==> src/rtl/ccnet_pkg.sv <==
// Shared CCNET constants, device status codes and the receive FSM state type.
// Imported by the frame receiver and the CRC helper.
package ccnet_pkg;

   localparam logic [7:0]  SYNC     = 8'h02;
   localparam logic [7:0]  ADDR_BV  = 8'h03;
   localparam logic [15:0] CRC_POLY = 16'h8408;
   localparam logic [7:0]  LNG_MIN  = 8'd6;

   // Validator status / command codes
   localparam logic [7:0] POWER_UP     = 8'h10;
   localparam logic [7:0] INITIALIZE   = 8'h13;
   localparam logic [7:0] IDLING       = 8'h14;
   localparam logic [7:0] ACCEPTING    = 8'h15;
   localparam logic [7:0] STACKING     = 8'h17;
   localparam logic [7:0] DISABLED     = 8'h19;
   localparam logic [7:0] REJECTING    = 8'h1C;
   localparam logic [7:0] BILL_STACKED = 8'h81;

   typedef enum logic [2:0] {
      ST_IDLE,
      ST_ADR,
      ST_LNG,
      ST_CMD,
      ST_DATA,
      ST_CRC_LO,
      ST_CRC_HI
   } rx_state_t;

endpackage

==> src/rtl/ccnet_frame_rx_if.sv <==
// Byte input and parsed-frame outputs of the CCNET receiver.
// master = byte source / frame consumer side, slave = the parser.
interface ccnet_frame_rx_if #(
   parameter int MAX_DATA = 8
);
   logic [7:0]            rx_data;
   logic                  rx_ready;
   logic                  frame_valid;
   logic [7:0]            frame_cmd;
   logic [7:0]            frame_len;
   logic [8*MAX_DATA-1:0] frame_data;
   logic                  bill_stacked;
   logic [7:0]            bill_type;
   logic                  crc_err;
   logic                  len_err;
   logic                  timeout_err;

   modport master (
      output rx_data, rx_ready,
      input  frame_valid, frame_cmd, frame_len, frame_data,
      input  bill_stacked, bill_type, crc_err, len_err, timeout_err
   );

   modport slave (
      input  rx_data, rx_ready,
      output frame_valid, frame_cmd, frame_len, frame_data,
      output bill_stacked, bill_type, crc_err, len_err, timeout_err
   );
endinterface

==> src/rtl/ccnet_crc16.sv <==
// Combinational one-byte update of the CCNET CRC16 (reflected 0x8408, LSB first).
// Kept standalone so the TX framer can reuse it.
module ccnet_crc16
   import ccnet_pkg::*;
(
   input  logic [15:0] crc_in,
   input  logic [7:0]  data_in,
   output logic [15:0] crc_out
);

   logic [15:0] crc_work;

   always_comb begin
      crc_work = crc_in ^ {8'h00, data_in};
      for (int i = 0; i < 8; i++) begin
         if (crc_work[0]) begin
            crc_work = (crc_work >> 1) ^ CRC_POLY;
         end else begin
            crc_work = crc_work >> 1;
         end
      end
      crc_out = crc_work;
   end

endmodule

==> src/rtl/ccnet_frame_rx.sv <==
// CCNET receive framer: assembles validator bytes into frames, checks ADR/LNG/CRC,
// publishes good frames and decodes bill-stacked events.
module ccnet_frame_rx
   import ccnet_pkg::*;
#(
   parameter int         CLK_FREQ       = 10000000,
   parameter int         TIMEOUT_CYCLES = CLK_FREQ / 100,
   parameter int         MAX_DATA       = 8,
   parameter logic [7:0] BV_ADDR        = ADDR_BV
) (
   input logic             CLK_10MHZ,
   input logic             RST,
   ccnet_frame_rx_if.slave rx_if
);

   localparam int              TO_W    = $clog2(TIMEOUT_CYCLES);
   localparam logic [TO_W-1:0] TO_LAST = TO_W'(TIMEOUT_CYCLES - 1);
   localparam logic [7:0]      LNG_MAX = 8'(int'(LNG_MIN) + MAX_DATA);
   localparam int              DW      = 8 * MAX_DATA;

   rx_state_t       state_q, state_d;
   logic            rx_ready_q;
   logic [15:0]     crc_q, crc_d;
   logic [7:0]      crc_lo_q, crc_lo_d;
   logic [7:0]      cmd_q, cmd_d;
   logic [7:0]      cnt_q, cnt_d;
   logic [7:0]      idx_q, idx_d;
   logic [DW-1:0]   data_buf_q, data_buf_d;
   logic [TO_W-1:0] to_q, to_d;

   logic            frame_valid_q, frame_valid_d;
   logic [7:0]      frame_cmd_q, frame_cmd_d;
   logic [7:0]      frame_len_q, frame_len_d;
   logic [DW-1:0]   frame_data_q, frame_data_d;
   logic            bill_stacked_q, bill_stacked_d;
   logic [7:0]      bill_type_q, bill_type_d;
   logic            crc_err_q, crc_err_d;
   logic            len_err_q, len_err_d;
   logic            timeout_err_q, timeout_err_d;

   logic            accept;
   logic            adr_resync;
   logic [15:0]     crc_base;
   logic [15:0]     crc_next;

   assign accept     = rx_if.rx_ready && !rx_ready_q;
   assign adr_resync = (rx_if.rx_data == SYNC) && (rx_if.rx_data != BV_ADDR);

   // A SYNC byte (from IDLE, or a resync while waiting for ADR) restarts the CRC from zero
   assign crc_base = ((state_q == ST_IDLE) || ((state_q == ST_ADR) && adr_resync)) ? 16'h0000 : crc_q;

   ccnet_crc16 u_crc16 (
      .crc_in  (crc_base),
      .data_in (rx_if.rx_data),
      .crc_out (crc_next)
   );

   always_comb begin
      state_d        = state_q;
      crc_d          = crc_q;
      crc_lo_d       = crc_lo_q;
      cmd_d          = cmd_q;
      cnt_d          = cnt_q;
      idx_d          = idx_q;
      data_buf_d     = data_buf_q;
      to_d           = to_q;
      frame_valid_d  = 1'b0;
      frame_cmd_d    = frame_cmd_q;
      frame_len_d    = frame_len_q;
      frame_data_d   = frame_data_q;
      bill_stacked_d = 1'b0;
      bill_type_d    = bill_type_q;
      crc_err_d      = 1'b0;
      len_err_d      = 1'b0;
      timeout_err_d  = 1'b0;

      // An accepted byte always beats timeout expiry in the same cycle
      if (state_q == ST_IDLE || accept) begin
         to_d = '0;
      end else if (to_q == TO_LAST) begin
         timeout_err_d = 1'b1;
         to_d          = '0;
         state_d       = ST_IDLE;
      end else begin
         to_d = to_q + 1'b1;
      end

      if (accept) begin
         case (state_q)
            ST_IDLE: begin
               if (rx_if.rx_data == SYNC) begin
                  crc_d   = crc_next;
                  state_d = ST_ADR;
               end
            end
            ST_ADR: begin
               if (rx_if.rx_data == BV_ADDR) begin
                  crc_d   = crc_next;
                  state_d = ST_LNG;
               end else if (adr_resync) begin
                  crc_d   = crc_next;
                  state_d = ST_ADR;
               end else begin
                  state_d = ST_IDLE;
               end
            end
            ST_LNG: begin
               if (rx_if.rx_data >= LNG_MIN && rx_if.rx_data <= LNG_MAX) begin
                  crc_d      = crc_next;
                  cnt_d      = rx_if.rx_data - LNG_MIN;
                  data_buf_d = '0;
                  state_d    = ST_CMD;
               end else begin
                  len_err_d = 1'b1;
                  state_d   = ST_IDLE;
               end
            end
            ST_CMD: begin
               crc_d   = crc_next;
               cmd_d   = rx_if.rx_data;
               idx_d   = 8'd0;
               state_d = (cnt_q == 8'd0) ? ST_CRC_LO : ST_DATA;
            end
            ST_DATA: begin
               crc_d = crc_next;
               for (int i = 0; i < MAX_DATA; i++) begin
                  if (idx_q == 8'(i)) begin
                     data_buf_d[8*i +: 8] = rx_if.rx_data;
                  end
               end
               idx_d = idx_q + 8'd1;
               if (idx_q == cnt_q - 8'd1) begin
                  state_d = ST_CRC_LO;
               end
            end
            ST_CRC_LO: begin
               crc_lo_d = rx_if.rx_data;
               state_d  = ST_CRC_HI;
            end
            ST_CRC_HI: begin
               state_d = ST_IDLE;
               if ({rx_if.rx_data, crc_lo_q} == crc_q) begin
                  frame_valid_d = 1'b1;
                  frame_cmd_d   = cmd_q;
                  frame_len_d   = cnt_q;
                  frame_data_d  = data_buf_q;
                  if (cmd_q == BILL_STACKED && cnt_q != 8'd0) begin
                     bill_stacked_d = 1'b1;
                     bill_type_d    = data_buf_q[7:0];
                  end
               end else begin
                  crc_err_d = 1'b1;
               end
            end
            default: state_d = ST_IDLE;
         endcase
      end
   end

   always_ff @(posedge CLK_10MHZ or posedge RST) begin
      if (RST) begin
         state_q        <= ST_IDLE;
         rx_ready_q     <= 1'b0;
         crc_q          <= '0;
         crc_lo_q       <= '0;
         cmd_q          <= '0;
         cnt_q          <= '0;
         idx_q          <= '0;
         data_buf_q     <= '0;
         to_q           <= '0;
         frame_valid_q  <= 1'b0;
         frame_cmd_q    <= '0;
         frame_len_q    <= '0;
         frame_data_q   <= '0;
         bill_stacked_q <= 1'b0;
         bill_type_q    <= '0;
         crc_err_q      <= 1'b0;
         len_err_q      <= 1'b0;
         timeout_err_q  <= 1'b0;
      end else begin
         state_q        <= state_d;
         rx_ready_q     <= rx_if.rx_ready;
         crc_q          <= crc_d;
         crc_lo_q       <= crc_lo_d;
         cmd_q          <= cmd_d;
         cnt_q          <= cnt_d;
         idx_q          <= idx_d;
         data_buf_q     <= data_buf_d;
         to_q           <= to_d;
         frame_valid_q  <= frame_valid_d;
         frame_cmd_q    <= frame_cmd_d;
         frame_len_q    <= frame_len_d;
         frame_data_q   <= frame_data_d;
         bill_stacked_q <= bill_stacked_d;
         bill_type_q    <= bill_type_d;
         crc_err_q      <= crc_err_d;
         len_err_q      <= len_err_d;
         timeout_err_q  <= timeout_err_d;
      end
   end

   assign rx_if.frame_valid  = frame_valid_q;
   assign rx_if.frame_cmd    = frame_cmd_q;
   assign rx_if.frame_len    = frame_len_q;
   assign rx_if.frame_data   = frame_data_q;
   assign rx_if.bill_stacked = bill_stacked_q;
   assign rx_if.bill_type    = bill_type_q;
   assign rx_if.crc_err      = crc_err_q;
   assign rx_if.len_err      = len_err_q;
   assign rx_if.timeout_err  = timeout_err_q;

endmodule
==> src/flat_wrapper.sv <==
// flat-port wrapper written by rule: the top's interface ports become plain ports
module ccnet_frame_rx_flat import ccnet_pkg::*;
#(
   parameter int         CLK_FREQ       = 10000000,
   parameter int         TIMEOUT_CYCLES = CLK_FREQ / 100,
   parameter int         MAX_DATA       = 8,
   parameter logic [7:0] BV_ADDR        = ADDR_BV
)
  (CLK_10MHZ, RST, rx_if_rx_data, rx_if_rx_ready, rx_if_frame_valid, rx_if_frame_cmd, rx_if_frame_len, rx_if_frame_data, rx_if_bill_stacked, rx_if_bill_type, rx_if_crc_err, rx_if_len_err, rx_if_timeout_err);
  ccnet_frame_rx_if #(.MAX_DATA(MAX_DATA)) rx_if_i ();
  input logic CLK_10MHZ;
  input logic RST;
  input wire logic [$bits(rx_if_i.rx_data)-1:0] rx_if_rx_data;
  input wire logic [$bits(rx_if_i.rx_ready)-1:0] rx_if_rx_ready;
  output wire logic [$bits(rx_if_i.frame_valid)-1:0] rx_if_frame_valid;
  output wire logic [$bits(rx_if_i.frame_cmd)-1:0] rx_if_frame_cmd;
  output wire logic [$bits(rx_if_i.frame_len)-1:0] rx_if_frame_len;
  output wire logic [$bits(rx_if_i.frame_data)-1:0] rx_if_frame_data;
  output wire logic [$bits(rx_if_i.bill_stacked)-1:0] rx_if_bill_stacked;
  output wire logic [$bits(rx_if_i.bill_type)-1:0] rx_if_bill_type;
  output wire logic [$bits(rx_if_i.crc_err)-1:0] rx_if_crc_err;
  output wire logic [$bits(rx_if_i.len_err)-1:0] rx_if_len_err;
  output wire logic [$bits(rx_if_i.timeout_err)-1:0] rx_if_timeout_err;
  assign rx_if_i.rx_data = rx_if_rx_data;
  assign rx_if_i.rx_ready = rx_if_rx_ready;
  assign rx_if_frame_valid = rx_if_i.frame_valid;
  assign rx_if_frame_cmd = rx_if_i.frame_cmd;
  assign rx_if_frame_len = rx_if_i.frame_len;
  assign rx_if_frame_data = rx_if_i.frame_data;
  assign rx_if_bill_stacked = rx_if_i.bill_stacked;
  assign rx_if_bill_type = rx_if_i.bill_type;
  assign rx_if_crc_err = rx_if_i.crc_err;
  assign rx_if_len_err = rx_if_i.len_err;
  assign rx_if_timeout_err = rx_if_i.timeout_err;
  ccnet_frame_rx #(.CLK_FREQ(CLK_FREQ), .TIMEOUT_CYCLES(TIMEOUT_CYCLES), .MAX_DATA(MAX_DATA), .BV_ADDR(BV_ADDR)) u_core (.CLK_10MHZ(CLK_10MHZ), .RST(RST), .rx_if(rx_if_i));
endmodule
==> config.mk <==
export PLATFORM = sky130hd
export DESIGN_NAME = ccnet_frame_rx_flat
export DESIGN_NICKNAME = d
export VERILOG_FILES = /design/src/rtl/ccnet_pkg.sv /design/src/rtl/ccnet_frame_rx_if.sv /design/src/rtl/ccnet_crc16.sv /design/src/rtl/ccnet_frame_rx.sv /design/src/flat_wrapper.sv
export SDC_FILE = /design/constraint.sdc
export NUM_CORES = 1
export LEC_CHECK = 0
export ABC_AREA = 1
export CAP_MARGIN = 15
export CORE_UTILIZATION = 32
export CTS_CLUSTER_SIZE = 16
export DETAILED_ROUTE_END_ITERATION = 6
export GPL_TIMING_DRIVEN = 0
export PLACE_DENSITY_LB_ADDON = 0.2
export SYNTH_ARGS = -nofsm -noshare
export SYNTH_HDL_FRONTEND = slang
export SYNTH_SLANG_ARGS = --single-unit
==> constraint.sdc <==
create_clock -name CLK_10MHZ -period 9 [get_ports CLK_10MHZ]
set_clock_uncertainty 0.1 [all_clocks]
set_input_delay 0.9 -clock CLK_10MHZ [delete_from_list [all_inputs] [get_ports CLK_10MHZ]]
set_output_delay 0.9 -clock CLK_10MHZ [all_outputs]
set_load 0.03 [all_outputs]
==> run metrics <==
GRT overflow 0; Slew Viols, Final 0; cell mode on critical path nand2_1; share of cells above drive strength 1 0.149; vias per cell 4.65; drt initial violations approximately 450; Crit-path slowest cell clkdlybuf4s50_1; Data required, critical path 9.31 ns; max_cap viols 0; critical path type in -> reg; Synth area leaders dfrtp_1 (53%), nand2_1 (12%), o21ai_2 (6.0%); Final GP Congestion roughly 0.83; Synth top area share 0.527; Setup Buffers After CTS 0; CP startpoint kind input pin; cts hold-fix bufs 0; worst vdd ir between 0.1 and 0.15 mV; Finished Core Util 0.402; CP delay by family, top buffers and inverters; Max H-tree Level 1; Avg Cell Area, Syn 8.90 um^2; Mapped Cells 1206; Initial DRT Pass Iterations 5; Die ar. 34300 um^2; Vias 8351; CP cell instances clkdlybuf4s50_1 > inv_2 > nand2_1 > nand4_1 > nor2_1 > nand2_1 > nor3_4 > nand2_2 > buf_4 > buf_6 > nand2_1 > o21ai_2; most area-hungry cell type in the Yosys netlist dfrtp_1; PortBufs 98; fin nets 1356; Die X 185 um; DP HPWL 19.4 mm; post_cts resized 0; total DRC errors in the routed layout 0; CP Capture Type flop; Initial Util 0.327; vias in the first global route 8001; mapped cell area ~11000 um^2; Slew HR 0.228; CP bufs+invs 4; RSZ-0062 raised after global routing false; Tcrit/Tclk final 0.322; number of synthesized register bits 226; Die H 185 um; # diodes 0; Synth Warn # 0; Hold Fails Final Rpt 0; IO Count ~100; largest net degree at the start of global routing 92; status finished clean; leakage 0.00591 uW; CTS tree built; first-pass GRT wire length 43.7 mm; Area Growth Syn to Fin 22.9%; GR Util All Layers 0.164; clk buf depth 3; clk sinks 226; min-delay worst type reg -> reg; CP arrival around 3.2 ns; fill count 3366; fin crit period slightly below 3 ns; clk slew on worst S/H paths 0.06 ns; ANT nets after route 0; Seq/Total Area, Yosys 0.527; Netlist cell types 45; Worst Path Max Fanout 10; final setup vio count 0; WL/cell 15.5 um; final wirelength 27.8 mm; Syn Nets 1225; Worst-Margin Slew 1.15 ns; Power Dens Cells 236 nW/um^2; # rows 66; Max Fclk 345 MHz; largest stage delay on the critical path approximately 0.7 ns; total power 3110 uW; TritonCTS buffer count 26; initial antenna violation count 0; clk_lat worst skew between 0.5 and 0.6 ns; CORE AREA 32800 um^2; CTS root buffer clkbuf_16
## final cells by class
cell class                      instances  area (um^2)  area share
Sequential cell                       226         5660       0.429
Clock buffer                           38          756      0.0573
Timing Repair Buffer                  103         1070      0.0811
Buffer                                 45          383      0.0290
Multi-Input combinational cell        793         4160       0.315
Clock inverter                          8         76.3     0.00578
Tap cell                              442          553      0.0419
Inverter                              142          541      0.0410
## routing by layer
metal / routed length, um / track usage / vias to the layer above / share of wire
met5: 0 / 0 / - / 0
met4: 475 / 0.0393 / 0 / 0.017
met3: 1120 / 0.0224 / 34 / 0.040
met2: 13300 / 0.272 / 171 / 0.48
met1: 12900 / 0.224 / 4003 / 0.47
li1: - / - / 4143 / -
## synth_stat cells, drive strengths merged
master,instances
a211oi,1
a21oi,30
a221oi,1
a31oi,5
a41oi,1
and3,1
buf,42
clkbuf,3
dfrtp,226
ha,8
inv,142
nand2,350
nand3,55
nand3b,1
nand4,24
nor2,75
nor3,13
nor3b,2
nor4,5
o211ai,1
o21a,1
o21ai,185
o22ai,1
o31ai,2
or2,3
xnor2,15
xor2,13
## per-stage QoR
stage / instances / hold WS [ns] / instance area (um^2) / setup TNS (ns) / worst slack, ns
2_1_floorplan: 1206 / 0.325 / 10700 / 0 / 1.81
3_3_place_gp: 1746 / 0.346 / 12300 / -345.84 / -1.55
3_5_place_dp: 1749 / 0.351 / 12300 / 0 / 5.60
4_1_cts: 1795 / 0.358 / 13200 / 0 / 6.15
5_1_grt: 1797 / 0.373 / 13200 / 0 / 5.96
6_report: 1797 / 0.354 / 13200 / 0 / 6.10
## state kept, by name, summed over array words and instances, names as in the netlist, 3 cells and up
register and cells:
u_core.data_buf_q 64, u_core.rx_if.frame_data 64, u_core.to_q 17, u_core.crc_q 16
u_core.cmd_q 8, u_core.cnt_q 8, u_core.crc_lo_q 8, u_core.idx_q 8
u_core.rx_if.bill_type 8, u_core.rx_if.frame_cmd 8, u_core.rx_if.frame_len 8, u_core.state_q 3
## path summary, 6_finish.rpt
path | startpoint | to | slack (ns) | cells after the start
worst max register to register | u_core.state_q[0]$_DFF_PP0_ | u_core.data_buf_q[15]$_DFFE_PP0P_ | 6.40 | 9
worst min register to register | u_core.to_q[0]$_DFF_PP0_ | u_core.to_q[0]$_DFF_PP0_ | 0.35 | 1
max in group asynchronous | RST | u_core.rx_if.frame_len[0]$_DFFE_PP0P_ | 7.25 | 3
worst min-delay path | u_core.to_q[0]$_DFF_PP0_ | u_core.to_q[0]$_DFF_PP0_ | 0.35 | 1
min in group asynchronous | RST | u_core.rx_if.frame_data[42]$_DFFE_PP0P_ | 0.71 | 2
worst max-delay path | rx_if_rx_data[6] | u_core.rx_if.frame_data[12]$_DFFE_PP0P_ | 6.10 | 12
## placed cells by master, fill, tap and decap left out, types with 3 or more instances in the layout
master,Yosys,layout
nor3_1,11,11
clkbuf_16,0,26
o21ai_0,91,91
nand2_2,3,3
clkdlybuf4s50_1,0,98
nand2_1,346,346
nor2_1,66,66
nand3_2,3,3
o21ai_1,20,20
a21oi_4,8,8
a21oi_1,21,21
xor2_1,13,13
inv_1,133,132
inv_2,9,9
nand3_1,52,52
ha_1,8,8
nor2_4,3,3
a31oi_1,4,4
clkbuf_1,3,9
clkinv_2,0,6
nand4_1,24,24
o21ai_2,74,74
buf_6,25,28
xnor2_1,15,15
clkbuf_8,0,6
dfrtp_1,226,226
nor4_1,4,4
nor2_2,6,6
buf_2,15,15
## report_power, final
part	switching [uW]	internal, uW
sequential	107	1210
clock	416	608
combinational	525	248
total	1050	2070
## worst reg2reg max path, delay by kind of cell (launching register included)
kind	cells	cell delay [ns]
AO/OA/AOI/OAI	1	0.09
buffers and inverters	4	0.64
flip-flops	1	0.35
AND/OR/NAND/NOR	4	1.35
## logic make-up (layout without fill, tap and decap cells)
family | after synthesis | count (layout) | synth area share
buffers and inverters | 187 | 336 | 0.0853
AOI/OAI and AO/OA | 228 | 228 | 0.144
adders and majority gates | 8 | 8 | 0.00933
DFF | 226 | 226 | 0.527
xor gates and xnor gates | 28 | 28 | 0.0229
and+or+nand+nor | 529 | 529 | 0.211
No activity file was read; power rests on OpenSTA's default activity.
